**src/rtl/leve1_pkg.sv**
```systemverilog
// rtl/leve1_pkg.sv - shared constants and entry type for the LEVE1 fetch front end
package leve1_pkg;

    localparam int XLEN_DEF = 32;
    localparam logic [1:0] RESP_OKAY = 2'b00;
    localparam int PC_STEP = 4;

    typedef struct packed {
        logic [XLEN_DEF-1:0] pc;
        logic [31:0]         instr;
        logic                err;
    } fetch_entry_t;

endpackage

```
**src/rtl/leve1_fetch_queue_if.sv**
```systemverilog
// rtl/leve1_fetch_queue_if.sv - redirect, instruction read channel and decode handshake bundle
interface leve1_fetch_queue_if #(
    parameter int XLEN = 32
);
    logic            IPC_WE;
    logic [XLEN-1:0] INEXT_PC;
    logic            ARVALID;
    logic            ARREADY;
    logic [XLEN-1:0] ARADDR;
    logic            RVALID;
    logic            RREADY;
    logic [31:0]     RDATA;
    logic [1:0]      RRESP;
    logic            OVALID;
    logic            OREADY;
    logic [XLEN-1:0] OPC;
    logic [31:0]     OINSTR;
    logic            OERR;

    modport master (
        input  IPC_WE, INEXT_PC, ARREADY, RVALID, RDATA, RRESP, OREADY,
        output ARVALID, ARADDR, RREADY, OVALID, OPC, OINSTR, OERR
    );

    modport slave (
        output IPC_WE, INEXT_PC, ARREADY, RVALID, RDATA, RRESP, OREADY,
        input  ARVALID, ARADDR, RREADY, OVALID, OPC, OINSTR, OERR
    );
endinterface

```
**src/rtl/leve1_sync_fifo.sv**
```systemverilog
// rtl/leve1_sync_fifo.sv - synchronous FIFO with flush and occupancy count
module leve1_sync_fifo #(
    parameter int WIDTH = 8,
    parameter int DEPTH = 4
) (
    input  logic                     clk,
    input  logic                     rst,
    input  logic                     push,
    input  logic [WIDTH-1:0]         din,
    input  logic                     pop,
    input  logic                     flush,
    output logic [WIDTH-1:0]         dout,
    output logic                     empty,
    output logic [$clog2(DEPTH):0]   count
);
    localparam int AW = $clog2(DEPTH);
    localparam int CW = AW + 1;

    logic [WIDTH-1:0] mem [DEPTH];
    logic [AW-1:0]    wr_ptr;
    logic [AW-1:0]    rd_ptr;
    logic             full;
    logic             do_push;
    logic             do_pop;

    assign empty   = (count == '0);
    assign full    = (count == CW'(DEPTH));
    assign do_pop  = pop & ~empty & ~flush;
    // A push into a full FIFO is only legal when the head leaves in the same cycle.
    assign do_push = push & ~flush & (~full | do_pop);
    assign dout    = mem[rd_ptr];

    always_ff @(posedge clk) begin
        if (do_push) begin
            mem[wr_ptr] <= din;
        end
    end

    always_ff @(posedge clk) begin
        if (rst || flush) begin
            wr_ptr <= '0;
            rd_ptr <= '0;
            count  <= '0;
        end else begin
            if (do_push) begin
                wr_ptr <= wr_ptr + 1'b1;
            end
            if (do_pop) begin
                rd_ptr <= rd_ptr + 1'b1;
            end
            count <= count + CW'(do_push) - CW'(do_pop);
        end
    end

endmodule

```
**src/rtl/leve1_fetch_queue.sv**
```systemverilog
// rtl/leve1_fetch_queue.sv - LEVE1 fetch PC, credit-limited read issue and tagged instruction queue
// Optional feature macro: LEVE1_FETCH_ERR_EN (per-entry read fault flag and issue stop)
module leve1_fetch_queue
    import leve1_pkg::*;
#(
    parameter int              XLEN     = 32,
    parameter int              DEPTH    = 4,
    parameter logic [XLEN-1:0] RESET_PC = '0
) (
    input  logic                    CLK,
    input  logic                    RST,
    leve1_fetch_queue_if.master     io
);
    localparam int CW = $clog2(DEPTH) + 1;
`ifdef LEVE1_FETCH_ERR_EN
    localparam int EW = XLEN + 32 + 1;
`else
    localparam int EW = XLEN + 32;
`endif
    localparam logic [CW:0] DEPTH_W = (CW+1)'(DEPTH);

    logic [XLEN-1:0] fetch_pc;
    logic [XLEN-1:0] pc_tag;
    logic [XLEN-1:0] araddr_q;
    logic            arvalid_q;
    logic [CW-1:0]   outstanding;
    logic [CW-1:0]   discard;

    logic [CW-1:0]   outstanding_n;
    logic [CW-1:0]   fifo_count;
    logic [CW-1:0]   count_n;
    logic [CW:0]     occupancy_n;
    logic            fifo_empty;
    logic            redirect;
    logic            ar_hs;
    logic            ar_held;
    logic            r_hs;
    logic            push;
    logic            pop;
    logic            credit;
    logic            launch;
    logic            stop_n;
    logic [XLEN-1:0] target;
    logic [XLEN-1:0] pc_base;
    logic [EW-1:0]   push_data;
    logic [EW-1:0]   head;

    assign redirect = io.IPC_WE;
    assign target   = {io.INEXT_PC[XLEN-1:2], 2'b00};
    assign ar_hs    = arvalid_q & io.ARREADY;
    assign ar_held  = arvalid_q & ~io.ARREADY;
    // Every accepted beat already owns a FIFO slot, so the R channel never stalls.
    assign r_hs     = io.RVALID;
    assign push     = r_hs & ~redirect & (discard == '0);
    assign pop      = ~fifo_empty & io.OREADY & ~redirect;

    assign outstanding_n = outstanding + CW'(ar_hs) - CW'(r_hs);
    assign count_n       = redirect ? '0 : (fifo_count + CW'(push) - CW'(pop));
    assign occupancy_n   = {1'b0, outstanding_n} + {1'b0, count_n};
    assign credit        = (occupancy_n < DEPTH_W);
    // A held request keeps its address; the next launch picks up any redirect target.
    assign launch        = ~ar_held & credit & ~stop_n;
    assign pc_base       = redirect ? target : fetch_pc;

`ifdef LEVE1_FETCH_ERR_EN
    logic stop_q;
    logic resp_err;

    assign resp_err  = (io.RRESP != RESP_OKAY);
    assign push_data = {pc_tag, io.RDATA, resp_err};
    // Issue freezes once a faulted word is queued, until execute redirects.
    assign stop_n    = ~redirect & (stop_q | (push & resp_err));
    assign io.OERR   = ~fifo_empty & head[0];

    always_ff @(posedge CLK) begin
        if (RST) begin
            stop_q <= 1'b0;
        end else begin
            stop_q <= stop_n;
        end
    end
`else
    logic unused_resp;

    assign unused_resp = ^io.RRESP;
    assign push_data   = {pc_tag, io.RDATA};
    assign stop_n      = 1'b0;
    assign io.OERR     = 1'b0;
`endif

    leve1_sync_fifo #(
        .WIDTH (EW),
        .DEPTH (DEPTH)
    ) u_fifo (
        .clk   (CLK),
        .rst   (RST),
        .push  (push),
        .din   (push_data),
        .pop   (pop),
        .flush (redirect),
        .dout  (head),
        .empty (fifo_empty),
        .count (fifo_count)
    );

    assign io.ARVALID = arvalid_q;
    assign io.ARADDR  = araddr_q;
    assign io.RREADY  = 1'b1;
    assign io.OVALID  = ~fifo_empty;
    assign io.OPC     = fifo_empty ? '0 : head[EW-1 -: XLEN];
    assign io.OINSTR  = fifo_empty ? '0 : head[EW-XLEN-1 -: 32];

    always_ff @(posedge CLK) begin
        if (RST) begin
            fetch_pc    <= RESET_PC;
            araddr_q    <= RESET_PC;
            arvalid_q   <= 1'b0;
            pc_tag      <= RESET_PC;
            outstanding <= '0;
            discard     <= '0;
        end else begin
            arvalid_q   <= ar_held | launch;
            outstanding <= outstanding_n;

            if (launch) begin
                araddr_q <= pc_base;
                fetch_pc <= pc_base + XLEN'(PC_STEP);
            end else if (redirect) begin
                fetch_pc <= target;
            end

            // Everything in flight, plus a request still waiting on ARREADY, belongs to the old stream.
            if (redirect) begin
                discard <= outstanding_n + CW'(ar_held);
            end else if (r_hs && (discard != '0)) begin
                discard <= discard - 1'b1;
            end

            if (redirect) begin
                pc_tag <= target;
            end else if (push) begin
                pc_tag <= pc_tag + XLEN'(PC_STEP);
            end
        end
    end

endmodule

```
**src/flat_wrapper.sv**
```systemverilog
// flat-port wrapper written by rule: the top's interface ports become plain ports
module leve1_fetch_queue_flat import leve1_pkg::*;
#(
    parameter int              XLEN     = 32,
    parameter int              DEPTH    = 4,
    parameter logic [XLEN-1:0] RESET_PC = '0
)
  (CLK, RST, io_IPC_WE, io_INEXT_PC, io_ARREADY, io_RVALID, io_RDATA, io_RRESP, io_OREADY, io_ARVALID, io_ARADDR, io_RREADY, io_OVALID, io_OPC, io_OINSTR, io_OERR);
  leve1_fetch_queue_if #(.XLEN(XLEN)) io_i ();
  input  logic CLK;
  input  logic RST;
  input wire logic [$bits(io_i.IPC_WE)-1:0] io_IPC_WE;
  input wire logic [$bits(io_i.INEXT_PC)-1:0] io_INEXT_PC;
  input wire logic [$bits(io_i.ARREADY)-1:0] io_ARREADY;
  input wire logic [$bits(io_i.RVALID)-1:0] io_RVALID;
  input wire logic [$bits(io_i.RDATA)-1:0] io_RDATA;
  input wire logic [$bits(io_i.RRESP)-1:0] io_RRESP;
  input wire logic [$bits(io_i.OREADY)-1:0] io_OREADY;
  output wire logic [$bits(io_i.ARVALID)-1:0] io_ARVALID;
  output wire logic [$bits(io_i.ARADDR)-1:0] io_ARADDR;
  output wire logic [$bits(io_i.RREADY)-1:0] io_RREADY;
  output wire logic [$bits(io_i.OVALID)-1:0] io_OVALID;
  output wire logic [$bits(io_i.OPC)-1:0] io_OPC;
  output wire logic [$bits(io_i.OINSTR)-1:0] io_OINSTR;
  output wire logic [$bits(io_i.OERR)-1:0] io_OERR;
  assign io_i.IPC_WE = io_IPC_WE;
  assign io_i.INEXT_PC = io_INEXT_PC;
  assign io_i.ARREADY = io_ARREADY;
  assign io_i.RVALID = io_RVALID;
  assign io_i.RDATA = io_RDATA;
  assign io_i.RRESP = io_RRESP;
  assign io_i.OREADY = io_OREADY;
  assign io_ARVALID = io_i.ARVALID;
  assign io_ARADDR = io_i.ARADDR;
  assign io_RREADY = io_i.RREADY;
  assign io_OVALID = io_i.OVALID;
  assign io_OPC = io_i.OPC;
  assign io_OINSTR = io_i.OINSTR;
  assign io_OERR = io_i.OERR;
  leve1_fetch_queue #(.XLEN(XLEN), .DEPTH(DEPTH), .RESET_PC(RESET_PC)) u_core (.CLK(CLK), .RST(RST), .io(io_i));
endmodule
```
**config.mk**
```make
export PLATFORM = sky130hd
export DESIGN_NAME = leve1_fetch_queue_flat
export DESIGN_NICKNAME = d
export VERILOG_FILES = /design/src/rtl/leve1_pkg.sv /design/src/rtl/leve1_fetch_queue_if.sv /design/src/rtl/leve1_sync_fifo.sv /design/src/rtl/leve1_fetch_queue.sv /design/src/flat_wrapper.sv
export SDC_FILE = /design/constraint.sdc
export NUM_CORES = 1
export LEC_CHECK = 0
export ABC_AREA = 1
export BUFFER_PORTS_ARGS = -buffer_cell sky130_fd_sc_hd__buf_4
export CORE_ASPECT_RATIO = 1.75
export CORE_MARGIN = 1.5
export CORE_UTILIZATION = 63
export CTS_BUF_LIST = sky130_fd_sc_hd__clkbuf_4
export DETAILED_ROUTE_END_ITERATION = 10
export GPL_TIMING_DRIVEN = 0
export PLACE_DENSITY = 0.85
export SETUP_SLACK_MARGIN = 0.3
export SLEW_MARGIN = 20
export SYNTH_ARGS = -nofsm -noshare
export SYNTH_HDL_FRONTEND = slang
export SYNTH_SLANG_ARGS = --single-unit
export TNS_END_PERCENT = 100
```
**constraint.sdc**
```tcl
create_clock -name CLK -period 12.9 [get_ports CLK]
set_input_delay 2.58 -clock CLK [delete_from_list [all_inputs] [get_ports CLK]]
set_output_delay 2.58 -clock CLK [all_outputs]
set_load 0.005 [all_outputs]
```
; After elaboration in Yosys (flattened, before gate mapping)
; Memory sizes are Yosys's and may differ from the RTL's. A register that Yosys moved wholly into a read port is not among the register bits.
; Cells that the tools add are included.
[totals]
ff_bits = 110
ramBits = 256
in_bits = 72
out_inout_bits = 100
elab_cells = 65
memories = 1
[memory_table]
columns = memory, depth, word_bits, rd, rd_clocked_by_memory_dff, wr, line_no
row1 = u_core.u_fifo.mem, 4, 64, 1, 1, 1, leve1_sync_fifo.sv:19  ; logic [WIDTH-1:0] mem [DEPTH];
[op_classes]
add_sub_neg = 13
order_cmp = 1
eq_ne = 1
n_mux = 13
n_bitwise = 18
n_reduce_logical = 8
[op_table]
columns = operator, n
row1 = 32-bit 2-to-1 mux, 6
row2 = "32-bit by 3-bit adder with 32-bit output, second input constant", 2
row3 = 3-bit by 1-bit adder with 3-bit output, 4
row4 = 1-bit bitwise AND, 11
row5 = 3-bit 2-to-1 mux, 3
row6 = 3-bit by 1-bit subtractor with 3-bit output, 3
row7 = 3-bit zero test, 2
row8 = 1-bit inverter, 5
row9 = "2-bit by 1-bit adder with 2-bit output, second input constant", 2
row10 = 3-bit by 3-bit adder with 4-bit output, 1
row11 = "4-bit by 3-bit < comparator with 1-bit output, second input constant", 1
row12 = 2-bit 2-to-1 mux, 2
row13 = 2-bit nonzero test, 2
row14 = "3-bit equality test, second input constant", 1
row15 = 3-bit nonzero test, 1
row16 = "3-bit by 1-bit subtractor with 3-bit output, second input constant", 1
row17 = 1-bit 2-to-1 mux, 2
row18 = 1-bit OR, 2
row19 = 2-bit OR reduction, 1
row20 = 1-bit logical AND, 1
row21 = 1-bit logical OR, 1

; Depth between registers and ports, before layout
; Gate-level depths: netlist of the first run.
[logic_depth]
ltp_word = 10
depth_mapped = 23

; Hierarchy
; A second synthesis of the first run with hierarchy kept.
[hier_totals]
hier_cells = 1680
hier_area_um2 = 16245.6
[by_module_without_submodules]
columns = mod, instances, cells_each, area_per_inst_um2
row1 = leve1_sync_fifo, 1, 691, 10005.8
row2 = leve1_fetch_queue, 1, 989, 6239.7

; Worst setup path after synthesis of the first run
; No wires, ideal clock.
[synth_path]
path_kind = input port to flip-flop
from = input port io_IPC_WE
to = memory u_core.u_fifo.mem[0][0] (netlist bit) (enable)
setup_ps = 482
arrival_time_ps = 5867
path_slack_ps = 6550
stages = 7
n_path_buf = 2
cell_sequence = inv_2 -> buf_4 -> buf_6 -> nand2_2 -> inv_1 -> o31ai_2 -> nor2_1
[synth_via]
elab_chain_len = 8
word_cells_on_any_way = 11
cone_classes = mux (2) / bitwise (9)
[synth_rtl]
columns = element, line_no
row1 = "start, declared", flat_wrapper.sv:12  ; input wire logic [$bits(io_i.IPC_WE)-1:0] io_IPC_WE;
row2 = 1-bit inverter (*), -
row3 = 1-bit bitwise AND, leve1_fetch_queue.sv:55  ; assign pop = ~fifo_empty & io.OREADY & ~redirect;
row4 = 1-bit bitwise AND (2 in a row), leve1_sync_fifo.sv:28  ; assign do_pop = pop & ~empty & ~flush;
row5 = 1-bit OR, leve1_sync_fifo.sv:30  ; assign do_push = push & ~flush & (~full | do_pop);
row6 = 1-bit bitwise AND (*), leve1_sync_fifo.sv:30
row7 = 1-bit 2-to-1 mux (*), leve1_sync_fifo.sv:34  ; if (do_push) begin
row8 = 1-bit 2-to-1 mux (not written as such) (*), leve1_sync_fifo.sv:35  ; mem[wr_ptr] <= din;
row9 = "end, declared", leve1_sync_fifo.sv:19
; Every way passes the cells marked *; elsewhere a longest branch is shown, timed or not.

; Worst setup path after layout of the first run
[layout_path]
from = input port io_IPC_WE
to = register u_core.araddr_q[28] (netlist: u_core.io.ARADDR[28])
[layout_via]
elab_chain_len = 9
word_cells_on_any_way = 11
cone_classes = add/sub (3) / order compare (1) / mux (2) / bitwise (5)
[layout_rtl]
columns = element, line_no
row1 = 1-bit inverter, "leve1_fetch_queue.sv:54, leve1_fetch_queue.sv:55"
row2 = 1-bit bitwise AND (2 in a row), leve1_fetch_queue.sv:54  ; assign push = r_hs & ~redirect & (discard == '0);
row3 = 3-bit by 1-bit adder with 3-bit output, leve1_fetch_queue.sv:58  ; assign count_n = redirect ? '0 : (fifo_count + CW'(push) - CW'(pop));
row4 = 3-bit by 1-bit subtractor with 3-bit output, leve1_fetch_queue.sv:58
row5 = 3-bit 2-to-1 mux, leve1_fetch_queue.sv:58
row6 = 3-bit by 3-bit adder with 4-bit output, leve1_fetch_queue.sv:59  ; assign occupancy_n = {1'b0, outstanding_n} + {1'b0, count_n};
row7 = 4-bit by 3-bit < comparator with 1-bit output, leve1_fetch_queue.sv:60  ; assign credit = (occupancy_n < DEPTH_W);
row8 = 1-bit bitwise AND, leve1_fetch_queue.sv:62  ; assign launch = ~ar_held & credit & ~stop_n;
row9 = "end signal, assigned", leve1_fetch_queue.sv:126  ; araddr_q <= pc_base;
row10 = "end, declared", leve1_fetch_queue.sv:24  ; logic [XLEN-1:0] araddr_q;
; Parallel ways exist; a longest one is shown, timed or not.
; A chain may end at the register's enable or synchronous reset.

==> out/metrics.cfg, run 1 <==
[synth]
ys_ff_latch = 358
synth_area_mm2 = 0.01568
yosysMostFrequentCell = nor2_1
post-synth-top-area-cell = edfxtp_1
yosysSeqAreaShare = 0.6156
yosysWarnings = 0
ys_types = 49
synthFlopType = edfxtp_1
avgSynthCellArea_um2 = 9.517
ys_top_cells_by_count = nor2_1, edfxtp_1, nand2_1
synth_edf_count = 248
synthTopCellsByArea = edfxtp_1, dfxtp_1, nor2_1, o21ai_0, nand2_1
synth.top_cell.area_share = 0.4751
postSynthCellCount = 1647
async_flop_share = 0

[setup_path]
path_cells = buf_4 > buf_6 > buf_8 > buf_2 > buf_2 > nor3_1 > ha_1 > inv_1 > ha_1 > inv_1 > fa_1 > xor2_1 > nor2_1 > ha_1 > nor3_1 > nand3_2 > inv_2 > buf_2 > nand2_1 > o21ai_0
reg2reg_setup_slack_ns = 7.89
path_max_fanout = 10
worst-r2r-cell-count = 18
cp_slowest_stage_delay_ns = 0.36
end_kind = register
required_ns = 13.53
crit_arrival_ns = 6.97
critPathLaunchType = input pin
cpMaxStageDelayCell = fa_1
criticalPathCategory = input pin to register

[global_route]
grt_max_degree = 26
antenna_found_initial = 1
grt_pass1_vias = 13050
gr-usage-all-layers = 0.3397
overflow = 0
grt_pass1_wl_um = 65920

[power_and_ir_drop]
p_per_area_mw_per_mm2 = 145.9
pwr-share-comb = 0.193
intPower_mw = 1.877
ir_worst_vdd_mv = 0.1671
p_total_mw = 2.681
seq_power_share = 0.508
switching_share = 0.2998
p_clk_frac = 0.299
p_leak_nw = 7.209
switching_power_uw = 803.8

[sta]
finClkSkew_ns = 0.05848
hold_violations = 0
min_period_ns = 6.343
timing.final.crit_share = 0.4917
final.setup.tns_ns = 0
worst_slew_pin_slew_ns = 1.067
rsz0062_at_grt = false
holdWs_ns = 0.4513
slew_headroom = 0.2846
fin_ws_ns = 6.557
slew_violations = 0
setup_violations = 0
timing.fmax_ghz = 0.1576

[route]
vias = 13160
drc = 0
wl_um = 43530
drt-initial-drc-count = 1260
vias_per_cell = 5.829
drt_pre_antenna_iters = 6
routedWlPerCell_um = 19.29
antenna_left = 0

[clocking]
cts_resized = 0
cts_buffers = 75
clock_latency_ns = 0.76
postCtsSetupBuffers = 0
clk_pin_slew_ns = 0.08
cts_root_buf = clkbuf_4
cts-hold-fix-buffers = 0
cts_tree = yes
clockBufferDepth = 3
clock_sinks = 358
h-tree-depth = 3

[layout]
syn_to_final_growth_pct = 17.23
fill_cells = 1732
register_area_mm2 = 0.009649
layout-drive-gt1-share = 0.1863
multiInputGateArea_mm2 = 0.005285
fin_util = 0.7490
final_nets = 1989

[place]
gp_congestion = 1.038
dp_hpwl_um = 30910
place_ws_ns = 5.851
port_buffers = 162

[floorplanning]
fp.dieW_um = 122.2
die_y_um = 211.7
ios = 172
core_mm2 = 0.02453
start_util = 0.6389
dieArea_mm2 = 0.02587
std_cell_rows = 76

[flow_run]
maxCapViolCount = 0

[min_path]
min_path_type = register to register
holdPathStages = 2

[status]
status = completed

## worst paths after layout
kind | start | to
worst min register to register | u_core.fetch_pc[22]$_SDFF_PP0_ | u_core.io.ARADDR[22]$_SDFFE_PP0P_
worst min-delay path | u_core.fetch_pc[22]$_SDFF_PP0_ | u_core.io.ARADDR[22]$_SDFFE_PP0P_
worst max-delay path | io_IPC_WE | u_core.io.ARADDR[28]$_SDFFE_PP0P_
worst max register to register | u_core.u_fifo.count[1]$_SDFF_PP0_ | u_core.io.ARADDR[28]$_SDFFE_PP0P_
## registers in the layout (all words and copies together), names as in the netlist, named ones only
| signal | cells |
|---|---|
| u_core.discard | 3 |
| u_core.io.ARVALID | 1 |
| u_core.pc_tag | 30 |
| u_core.u_fifo.mem | 248 |
| u_core.io.ARADDR | 32 |
| u_core.u_fifo.count | 3 |
| u_core.fetch_pc | 32 |
| u_core.u_fifo.wr_ptr | 2 |
| u_core.outstanding | 3 |
| u_core.u_fifo.rd_ptr | 2 |
## kinds of logic after synthesis
family                   Yosys count  share of synthesized area
adder cells (fa/ha/maj)           21                    0.01820
AND/OR/NAND/NOR                  710                     0.1919
AO/OA/AOI/OAI                    359                     0.1186
buffers and inverters            187                    0.04965
XOR/XNOR                          10                   0.005587
flip-flops                       358                     0.6156
other                              2                  0.0004791
## critical path, delay by kind of cell
kind / cells / cell delay (ns)
AND/OR/NAND/NOR: 5 / 1.12
buffers and inverters: 9 / 1.76
AO/OA/AOI/OAI: 1 / 0.23
adder cells (fa/ha/maj): 4 / 1.08
XOR/XNOR: 1 / 0.17
## power by group through the flow
stage	sequential, mW	combinational (mW)	clock, mW
6_report	1.36	0.517	0.802
5_1_grt	1.37	0.563	0.855
2_1_floorplan	1.38	0.278	0
4_1_cts	1.36	0.514	0.807
3_5_place_dp	1.38	0.511	0
3_3_place_gp	1.38	0.489	0
## area by class of cell
| class | count | area share |
|---|---|---|
| flip-flops and latches | 358 | 0.5251 |
| multi-input cells | 1104 | 0.2876 |
| repair buffers | 170 | 0.07571 |
| clock buffers | 94 | 0.03840 |
| inverters | 108 | 0.02206 |
| well taps | 312 | 0.02124 |
| plain buffers | 79 | 0.02029 |
| clock inverters | 30 | 0.009328 |
| diodes | 2 | 0.0002723 |
## through the flow
| step | instances | cell area (µm²) |
|---|---|---|
| after floorplan | 1649 | 15680 |
| after global placement | 2123 | 17290 |
| after detailed placement | 2131 | 17490 |
| after CTS | 2255 | 18370 |
| after global routing | 2256 | 18370 |
| final | 2257 | 18380 |
## routing by layer
layer / routed length, µm / vias up / GRT usage
li1: - / 6103 / -
met1: 13680 / 6061 / 0.3334
met2: 23110 / 788 / 0.6193
met3: 3291 / 203 / 0.05873
met4: 3445 / 0 / 0.2570
met5: 0 / - / 0
## layout by cell type, fill, tap and decap left out, drive strengths merged
cell | Yosys | final
a31oi | 21 | 21
dfxtp | 110 | 110
a221oi | 1 | 1
inv | 106 | 111
o22a | 1 | 1
nor3b | 2 | 2
o31ai | 2 | 2
o21bai | 1 | 1
nor3 | 16 | 16
nand3b | 3 | 3
xor2 | 6 | 6
fa | 3 | 3
and2 | 2 | 2
nor2 | 373 | 373
bufinv | 0 | 2
clkbuf | 45 | 139
nand4 | 12 | 12
o221ai | 1 | 1
diode | 0 | 2
clkinv | 2 | 25
or2 | 2 | 2
a21oi | 130 | 130
xnor2 | 4 | 4
o22ai | 1 | 1
a211oi | 1 | 1
ha | 18 | 18
a21boi | 2 | 2
buf | 34 | 204
o21ai | 197 | 197
nand2 | 263 | 263
a22o | 1 | 1
nand3 | 37 | 37
conb | 2 | 4
edfxtp | 248 | 248
Note: power is estimated with default switching activity, not from simulation.
==> run 2, diff against run 1 <==
- CORE_UTILIZATION: 63 -> 55
- PLACE_DENSITY: 0.85 -> 0.79
- clock period: 12.9 -> 5.47 ns (I/O delays scaled with it)
==> run 2 against run 1 <==
Effect of this change:
- first-iteration DRC count shrank 30%
- global-route usage shrank 4.4 points
- critical path depth is the same
- final cell count grew 3.5%
- flip-flop and latch count is the same
- count of clock-buffer cells in the layout grew 9
- via count shrank 2.5%
- clock power grew to 2.7 times the previous value
- hold slack gained 0.0011 ns
- die area grew 14%
- register-to-register slack lost 7.0 ns
- worst setup slack lost 5.8 ns
==> out/metrics.cfg, run 2 (synthesis gave the netlist of run 1 again) <==
[route]
drt_pre_antenna_iters = 7  ; +1
drt-initial-drc-count = 882  ; -30%
wl_um = 43120  ; -0.94%
vias_per_cell = 5.496  ; -5.7%
drc = 0  ; unchanged
antenna_left = 0  ; unchanged
routedWlPerCell_um = 18.47  ; -4.3%
vias = 12830  ; -2.5%

[sta]
finClkSkew_ns = 0.03952  ; -0.01896 ns
worst_slew_pin_slew_ns = 1.062  ; -0.004998 ns
final.setup.tns_ns = 0  ; unchanged
hold_violations = 0  ; unchanged
slew_violations = 0  ; unchanged
rsz0062_at_grt = false
timing.fmax_ghz = 0.2108
timing.final.crit_share = 0.8672
min_period_ns = 4.743
setup_violations = 0  ; unchanged
slew_headroom = 0.2879  ; +0.003352

[global_route]
grt_max_degree = 24  ; -7.7%
overflow = 0  ; unchanged
grt_pass1_wl_um = 64600  ; -2.0%
grt_pass1_vias = 12590  ; -3.5%
gr-usage-all-layers = 0.2954  ; -0.04429
antenna_found_initial = 1  ; unchanged

[clocking]
clk_pin_slew_ns = 0.07  ; about the same
cts_buffers = 77  ; +2.7%
clock_sinks = 358  ; unchanged
cts_root_buf = clkbuf_4
h-tree-depth = 3  ; unchanged
clockBufferDepth = 3  ; unchanged
cts_tree = yes
clock_latency_ns = 0.76  ; about the same

[power_and_ir_drop]
pwr-share-comb = 0.181  ; -0.012
p_clk_frac = 0.333  ; +0.034
p_per_area_mw_per_mm2 = 352.9  ; +140%
switching_share = 0.2901  ; -0.009721
intPower_mw = 4.693  ; +150%
seq_power_share = 0.485  ; -0.023
ir_worst_vdd_mv = 0.2895  ; +73%
switching_power_mw = 1.918  ; +140%
p_leak_nw = 7.346  ; +1.9%

[floorplanning]
die_y_um = 226.3  ; +6.9%
fp.dieW_um = 130.6  ; +6.9%
std_cell_rows = 81  ; +6.6%
ios = 172  ; unchanged
dieArea_mm2 = 0.02956  ; +14%
core_mm2 = 0.02797  ; +14%
start_util = 0.5604  ; -0.07854

[setup_path]
end_kind = register
criticalPathCategory = input pin to register
required_ns = 6.13  ; -7.40 ns
crit_arrival_ns = 5.40  ; -1.57 ns
critPathLaunchType = input pin
path_max_fanout = 10  ; unchanged

[layout]
final_common_cell = nor2_1
final_nets = 1994  ; +0.25%
most-common-layout-cells = nor2_1, edfxtp_1, nand2_1, o21ai_0, buf_4
fin_util = 0.6697  ; -0.07932
regMostFlops = u_core.u_fifo.mem
largest_reg_flops = 248  ; unchanged
fill_cells = 2246  ; +30%
syn_to_final_growth_pct = 19.51
layout-drive-gt1-share = 0.1943  ; +0.007979

[place]
port_buffers = 162  ; unchanged
gp_congestion = 0.9927  ; -4.4%
dp_hpwl_um = 31060  ; +0.51%

[min_path]
min_path_type = register to register

[status]
status = completed

[flow_run]
maxCapViolCount = 0  ; unchanged

==> run 2: layer usage <==
layer,part of all wire,global-route usage
met1,0.33,0.2890
met3,0.061,0.05545
met5,0,0
met2,0.53,0.5377
met4,0.075,0.2230
==> run 2: cell type report <==
cell class / instances / area [µm²] / share of cell area
diodes: 1 / 2.502 / 0.0001336
clock inverters: 36 / 307.8 / 0.01643
clock buffers: 103 / 773.2 / 0.04128
multi-input cells: 1104 / 5285 / 0.2821
well taps: 373 / 466.7 / 0.02491
inverters: 108 / 405.4 / 0.02164
flip-flops and latches: 358 / 9649 / 0.5151
repair buffers: 173 / 1469 / 0.07841
plain buffers: 79 / 374.1 / 0.01997
==> run 2: worst paths after layout <==
| kind | start | to | slack, ns | cells after the start |
|---|---|---|---|---|
| setup / recovery | io_IPC_WE | u_core.io.ARADDR[24]$_SDFFE_PP0P_ | 0.73 | 20 |
| hold / removal | u_core.fetch_pc[1]$_SDFF_PP0_ | u_core.fetch_pc[1]$_SDFF_PP0_ | 0.45 | 2 |
| setup reg to reg | u_core.u_fifo.count[1]$_SDFF_PP0_ | u_core.io.ARADDR[24]$_SDFFE_PP0P_ | 0.86 | 18 |
| hold reg to reg | u_core.fetch_pc[1]$_SDFF_PP0_ | u_core.fetch_pc[1]$_SDFF_PP0_ | 0.45 | 2 |
==> run 2: critical path, cell delays in order <==
cell     delay (ns)
buf_4          0.14
buf_6          0.19
buf_8          0.15
buf_2          0.24
buf_2          0.32
nor3_1         0.11
ha_1           0.28
inv_1          0.05
ha_1           0.13
inv_1          0.04
fa_1           0.38
xor2_1         0.17
nor2_1         0.06
ha_1           0.27
nor3_1         0.32
nand3_2        0.37
inv_2          0.30
buf_2          0.29
nand2_1        0.25
o21ai_0        0.23
==> run 2: power groups by stage <==
| stage | sequential [mW] | combinational [mW] | clock [mW] |
|---|---|---|---|
| floorplan | 3.25 | 0.656 | 0 |
| global placement | 3.27 | 1.16 | 0 |
| global route | 3.23 | 1.31 | 2.37 |
| finish | 3.21 | 1.20 | 2.20 |
| detailed placement | 3.26 | 1.20 | 0 |
| CTS | 3.21 | 1.21 | 2.24 |
==> run 2: timing repair <==
| item | CTS | global route |
|---|---|---|
| setup endpoints to repair | 0 | 5 |
| resized for setup | 0 | 2 |
| hold buffers | 0 | 0 |
| buffers inserted | 0 | 0 |
==> run 2: metrics by stage <==
step / std cells / hold WS [ns] / worst slack (ns) / power, mW / area, µm²
2_1_floorplan: 1649 / 0.4153 / 0.6062 / 3.905 / 15680
3_3_place_gp: 2184 / 0.4296 / -1.862 / 4.424 / 17370
3_5_place_dp: 2195 / 0.4343 / -0.06417 / 4.463 / 17650
4_1_cts: 2334 / 0.4548 / 0.5687 / 6.655 / 18730
5_1_grt: 2335 / 0.4707 / 0.4802 / 6.909 / 18730
6_report: 2335 / 0.4524 / 0.7265 / 6.611 / 18730
